$ cat src/rtl/multicycle_adder.sv
// Adds two WIDTH-bit operands plus carry-in, CHUNK bits per clock (ripple over NCH chunks).
// Latency: out_valid rises NCH cycles after the accepting edge; one operation in flight at a time.
// Backpressure: in_ready only in IDLE; the result is held in DONE until out_ready is seen.
module multicycle_adder #(
    parameter int WIDTH = 16,
    parameter int CHUNK = 4
) (
    input  logic             clk,
    input  logic             rst_n,
    input  logic             in_valid,
    output logic             in_ready,
    input  logic [WIDTH-1:0] a,
    input  logic [WIDTH-1:0] b,
    input  logic             cin,
    output logic             out_valid,
    input  logic             out_ready,
    output logic [WIDTH-1:0] sum,
    output logic             cout,
    output logic             overflow
);
    localparam int NCH = WIDTH / CHUNK;
    localparam int KW  = (NCH > 1) ? $clog2(NCH) : 1;

    typedef enum logic [1:0] {
        IDLE = 2'd0,
        BUSY = 2'd1,
        DONE = 2'd2
    } state_t;

    state_t           state, state_nxt;
    logic [WIDTH-1:0] a_q, b_q, sum_q;
    logic             cin_q, carry_q, cout_q, ovf_q;
    logic [KW-1:0]    k_q;
    logic             last_chunk;

    logic [CHUNK-1:0] ch_a, ch_b, ch_s;
    logic             ch_ci, ch_co, top_cin;
    logic [WIDTH-1:0] ch_mask, sum_upd;

    assign last_chunk = (k_q == KW'(NCH - 1));

    // Current chunk's slice of the operands, its addition and the merged sum word.
    always_comb begin
        ch_a          = CHUNK'(a_q >> (k_q * CHUNK));
        ch_b          = CHUNK'(b_q >> (k_q * CHUNK));
        ch_ci         = (k_q == '0) ? cin_q : carry_q;
        {ch_co, ch_s} = {1'b0, ch_a} + {1'b0, ch_b} + (CHUNK + 1)'(ch_ci);
        ch_mask       = ~(WIDTH'({CHUNK{1'b1}}) << (k_q * CHUNK));
        sum_upd       = (sum_q & ch_mask) | (WIDTH'(ch_s) << (k_q * CHUNK));
        // Carry into the MSB recovered from the MSB sum bit: s = a ^ b ^ c.
        top_cin       = a_q[WIDTH-1] ^ b_q[WIDTH-1] ^ ch_s[CHUNK-1];
    end

    // State register; reset wins over any handshake in the same cycle.
    always_ff @(posedge clk) begin
        if (!rst_n) state <= IDLE;
        else        state <= state_nxt;
    end

    // Next-state decode: accept in IDLE, ripple through chunks in BUSY, hold in DONE.
    always_comb begin
        state_nxt = state;
        case (state)
            IDLE:    if (in_valid)   state_nxt = BUSY;
            BUSY:    if (last_chunk) state_nxt = DONE;
            DONE:    if (out_ready)  state_nxt = IDLE;
            default:                 state_nxt = IDLE;
        endcase
    end

    // Operand capture, per-chunk accumulation and final flag computation.
    always_ff @(posedge clk) begin
        if (!rst_n) begin
            a_q     <= '0;
            b_q     <= '0;
            cin_q   <= 1'b0;
            carry_q <= 1'b0;
            k_q     <= '0;
            sum_q   <= '0;
            cout_q  <= 1'b0;
            ovf_q   <= 1'b0;
        end else begin
            case (state)
                IDLE: begin
                    if (in_valid) begin
                        a_q   <= a;
                        b_q   <= b;
                        cin_q <= cin;
                        k_q   <= '0;
                    end
                end
                BUSY: begin
                    sum_q   <= sum_upd;
                    carry_q <= ch_co;
                    if (last_chunk) begin
                        cout_q <= ch_co;
                        ovf_q  <= top_cin ^ ch_co;
                    end else begin
                        k_q <= k_q + 1'b1;
                    end
                end
                default: ;
            endcase
        end
    end

    assign in_ready  = (state == IDLE);
    assign out_valid = (state == DONE);
    assign sum       = sum_q;
    assign cout      = cout_q;
    assign overflow  = ovf_q;

endmodule

$ cat config.mk
export PLATFORM = sky130hd
export DESIGN_NAME = multicycle_adder
export DESIGN_NICKNAME = d
export VERILOG_FILES = /design/src/rtl/multicycle_adder.sv
export SDC_FILE = /design/constraint.sdc
export NUM_CORES = 1
export LEC_CHECK = 0
export BUFFER_PORTS_ARGS = -buffer_cell sky130_fd_sc_hd__buf_2
export CAP_MARGIN = 10
export CORE_MARGIN = 2
export CORE_UTILIZATION = 41
export CTS_BUF_LIST = sky130_fd_sc_hd__clkbuf_4 sky130_fd_sc_hd__clkbuf_8 sky130_fd_sc_hd__clkbuf_16
export CTS_CLUSTER_DIAMETER = 50
export DETAILED_ROUTE_END_ITERATION = 7
export GPL_ROUTABILITY_DRIVEN = 0
export PLACE_DENSITY = 0.76
export SYNTH_ARGS = -nofsm -noshare
export SYNTH_HDL_FRONTEND = slang
export SYNTH_SLANG_ARGS = --single-unit
$ cat constraint.sdc
create_clock -name clk -period 2.5 [get_ports clk]
set_input_delay 0.125 -clock clk [delete_from_list [all_inputs] [get_ports clk]]
set_output_delay 0.125 -clock clk [all_outputs]
set_load 0.05 [all_outputs]
# Yosys cells after proc, flatten, opt, wreduce, memory -nomap -nowiden
# Cells that the tools add are included.
totals:
  regBits: 56
  inputBits: 37
  output_inout_bits: 20
  elab_cells: 44
classes:
  addsub: 3
  n_eq_ne: 7
  shift: 4
  n_mux: 8
  n_bitwise: 6
  n_reduce_logical: 7
ops:
  columns: ["op", "n"]
  rows:
  - ["right shift 16 x 4 -> 4 bit", 2]
  - ["bitwise AND 16 bit", 1]
  - ["NOT 16 bit", 1]
  - ["OR 16 bit", 1]
  - ["left shift 4 x 4 -> 16 bit", 1]
  - ["left shift 4 x 4 -> 16 bit, first input constant", 1]
  - ["2-to-1 mux 2 bit", 5]
  - ["inequality test 2 bit, second input constant", 3]
  - ["case mux 2 bit (3 select lines)", 1]
  - ["AND reduction 3 bit", 2]
  - ["adder 4 x 4 -> 5 bit", 1]
  - ["adder 5 x 1 -> 5 bit", 1]
  - ["== test 2 bit, second input constant", 2]
  - ["logical NOT 2 bit", 2]
  - ["case mux 2 bit (2 select lines)", 1]
  - ["AND reduction 2 bit", 2]
  - ["bitwise XOR 1 bit", 3]
  - ["adder 2 x 1 -> 2 bit, second input constant", 1]
  - ["== test 2 x 1 -> 1 bit, second input constant", 1]
  - ["inequality test 2 x 1 -> 1 bit, second input constant", 1]
  - ["nonzero test 2 bit", 1]
  - ["2-to-1 mux 1 bit", 1]

# Depth between registers and ports, before layout
depth:
  word_depth: 5
  mapped_depth: 10
  depth_no_buf: 10

# Worst setup path before layout
# OpenSTA, ideal clock, no wires.
synth_path:
  kind: "reg2reg"
  start: "register k_q[0]"
  end: "register ovf_q, in the netlist overflow"
  setup_time_ns: 0.087
  arrival_ns: 2.687
  required_time_ns: 2.413
  setup_slack_ns: -0.274
  path_stages_with_launch: 11
  n_path_buf: 1
  cell_sequence: "dfxtp_1 > buf_2 > mux4_2 > inv_1 > fa_1 > inv_1 > fa_1 > a21o_2 > a211oi_1 > a211oi_1 > o31ai_1"
synth_via:
  elab_chain_len: 5
synth_lines:
  columns: ["item", "line", "text"]
  rows:
  - ["start: declaration", "33", "logic [KW-1:0] k_q;"]
  - ["start signal: assignment", "99", "k_q <= k_q + 1'b1;"]
  - ["right shift 16 x 4 -> 4 bit (tied with other cells)", "44", "ch_a = CHUNK'(a_q >> (k_q * CHUNK));"]
  - ["adder 4 x 4 -> 5 bit or 2-to-1 mux 1 bit (tied branches)", "47, 46", null]
  - ["adder 5 x 1 -> 5 bit", "47", "{ch_co, ch_s} = {1'b0, ch_a} + {1'b0, ch_b} + (CHUNK + 1)'(ch_ci);"]
  - ["bitwise XOR 1 bit", "51", "top_cin = a_q[WIDTH-1] ^ b_q[WIDTH-1] ^ ch_s[CHUNK-1];"]
  - ["bitwise XOR 1 bit", "97", "ovf_q <= top_cin ^ ch_co;"]
  - ["end signal: assignment", "97", null]
  - ["end: declaration", "32", "logic cin_q, carry_q, cout_q, ovf_q;"]
# Several ways; a longest one is shown, not always the timed one.
# A chain may end at the register's enable or synchronous reset.

# Worst setup path after layout
# Same ends and word-level chain as after synthesis.

==> metrics <==
total CTS buffers 5; first-pass GRT wire length about 9.4 mm; Detailed Routing Iterations Pass 1 4; leading post-synthesis cells by cell area dfxtp_1, nand2_1, a21boi_1; area leader, netlist dfxtp_1; post-route design area 3142 um^2; final clock period utilization by the worst path a little over nine tenths; total power density per cell area between 500 and 600 nW/um^2; buffer cell driving the clock tree root clkbuf_8; routed length per instance 13.01 um; type of the most critical hold path in -> reg; row cnt 28; # IOs between 50 and 60; depth of the worst register-to-register path 7; setup skew after layout 0.007091 ns; share of cells above drive strength 1 30.12%; Die Footprint slightly below 7000 um^2; time the final worst path needs with I/O delays and setup between 2 and 2.5 ns; synthesized area divided by synthesized cell count between 9 and 10 um^2; vias per inst ~5.0; Warnings, synthesis 0; pin count of the biggest net entering global routing 58; post-detailed-route DRC marker count 0; kind of start point of the critical path flip-flop; number of vias after detailed routing roughly 2100; async set-reset flop share out of synthesis 0%; total global routing track utilization between 15 and 20%; kind of capture point of the worst setup path flip-flop; Final Setup Violations 0; Clock Pin Slew Worst Setup and Hold Paths 0.10 ns; Total Routed Length 5.427 mm; vias in the first global route about 2100; half-perimeter wire length after placement ~3.9 mm; Setup Crit Path Kind reg -> reg; TritonCTS clock tree done; IO buf count 56; minimum hold slack ~0.038 ns; area added between synthesis and finish 23.39%; peak per-stage delay on the critical path 0.54 ns; initial antenna violation count 0; top post-synthesis cells by count nand2_1, dfxtp_1, a21boi_1; Max Clock Freq roughly 410 MHz; area inside the core boundary ~6000 um^2; remaining global-route overflow 0; setup repair after global routing missed its margin true; Critical Path Slowest Stage Cell mux4_2; Area after DPL ~3000 um^2; worst voltage drop across the vdd grid ~0.25 mV; count leader, synth nand2_1; number of flops mapped to enable cells by yosys 0; number of max-slew violations in the final report 0; number of nets in the layout approximately 390; diode insertion count for antenna repair 0; required arrival time at the worst endpoint around 2.7 ns; result of the run complete, no violations; Die Y around 83 um; Yosys reg bits 56; remaining antenna violation count after routing 0; starting density of the core a little over two fifths; Die Width roughly 83 um; Max FO, Critical Path 6; dominant synthesized flop cell dfxtp_1; Clock Latency Late Sink a little over 0.3 ns; count of fill cells added during filler insertion between 500 and 600; clk sink count 56; detailed router's first-iteration violation count a little under 100; Mapped Nets around 320; netlist area before placement between 2000 and 3000 um^2; Critical Path, Cell by Cell buf_4, mux4_2, ha_1, and3b_1, or3_4, a211oi_1, o31ai_1; arrival time at the worst endpoint between 2 and 3 ns; Final Hold Violating Endpoints 0; depth of the CTS H-tree 2; slew at the pin closest to its max-slew limit 0.7969 ns; post-synthesis instance total 275; hold path cells 3; Synth cell types 32; deepest clock path buffer count 2; leakage power around 1.4 nW; max-capacitance violation count 0; Seq/Total Area, Yosys approximately 44%; portion of synthesized cell area occupied by the leading cell type between 40% and 50%; worst slew slack as a fraction of its limit ~47%
[layout make-up]
| cell class | count | area (um^2) | share of cell area, % |
|---|---|---|---|
| inverter | 7 | 26.28 | 0.8363 |
| clock buffer | 6 | 82.58 | 2.628 |
| tap | 75 | 93.84 | 2.987 |
| sequential | 56 | 1125 | 35.80 |
| timing repair buffer | 75 | 422.9 | 13.46 |
| clock inverter | 2 | 10.01 | 0.3186 |
| multi-input combinational | 196 | 1381 | 43.97 |
[cells by family (layout without fill, tap and decap cells)]
kind of cell,Yosys count,after routing,share of synthesized area (%)
AO/OA/AOI/OAI,64,64,19.07
buffers and inverters,23,90,3.538
flip-flops,56,56,44.03
multiplexers,10,10,7.862
adder cells (fa/ha/maj),9,9,5.012
XOR/XNOR,2,2,0.6881
AND/OR/NAND/NOR,111,111,19.80
[critical path: cells and delay by family, from the launching register on]
family,cells,cell delay (ns)
compound gates,2,0.34
simple gates,2,0.60
fa+ha+maj,1,0.29
flops,1,0.41
buf+inv,1,0.17
mux,1,0.54
[cells in the final DEF, fill, tap and decap left out, types with 2 or more instances in the layout]
cell type | synthesis | layout
a21boi_1 | 34 | 34
buf_4 | 0 | 19
nor3b_1 | 2 | 2
clkbuf_8 | 0 | 6
a21oi_1 | 3 | 3
nor2_1 | 3 | 3
inv_2 | 2 | 2
buf_2 | 3 | 56
nand3_1 | 2 | 2
inv_1 | 5 | 5
dfxtp_1 | 56 | 55
nor2b_1 | 21 | 21
nand2_1 | 74 | 74
ha_1 | 7 | 6
mux4_2 | 8 | 8
clkinv_2 | 0 | 2
nor3_1 | 5 | 5
a32oi_1 | 4 | 4
a22oi_1 | 13 | 13
o211a_1 | 3 | 3
a21o_2 | 2 | 2
fa_2 | 0 | 2
[timing repair]
item                       in CTS  in global routing
setup endpoints to repair      10                  7
gates cloned                    0                  0
pin swaps                       0                  3
hold buffers                    0                  0
gates resized for setup         3                  5
buffers inserted                3                  1
[state kept, by name (all words and copies together), names as in the netlist]
| register | flops |
|---|---|
| b_q | 16 |
| sum | 16 |
| cin_q | 1 |
| carry_q | 1 |
| cout | 1 |
| a_q | 16 |
| overflow | 1 |
| k_q | 2 |
| state | 2 |
[routing by layer]
layer / track usage (%) / wire [um] / vias to the layer above
met5: 0 / 0 / -
met4: 5.812 / 84 / 0
met3: 3.479 / 199 / 6
met2: 29.11 / 2646 / 46
met1: 20.37 / 2497 / 979
li1: - / - / 1070
[worst paths after layout]
path	from	to	slack, ns
min	a[3]	a_q[3]	0.04
max reg2reg	k_q[0]	overflow	0.06
max	k_q[0]	overflow	0.06
min reg2reg	b_q[1]	b_q[1]	0.46
[per-stage QoR]
| step | power [mW] | util (%) | instances | setup slack [ns] | TNS, ns |
|---|---|---|---|---|---|
| 2_1_floorplan | 1.180 | - | 275 | 0.02424 | 0 |
| 3_3_place_gp | 1.274 | 50.11 | 405 | -0.05994 | -0.05994 |
| 3_5_place_dp | 1.282 | 50.11 | 405 | -0.1049 | -0.3290 |
| 4_1_cts | 1.785 | 52.16 | 416 | 0.002708 | 0 |
| 5_1_grt | 1.866 | 52.75 | 417 | -0.05789 | -0.1277 |
| 6_report | 1.781 | 52.75 | 417 | 0.06144 | 0 |
[report_power, final]
group	switching, mW	leakage [nW]	internal, mW
registers	0.0274	0.458	0.932
clock network	0.281	0.0510	0.222
logic	0.171	0.848	0.149
(Power assumes the default switching activity.)
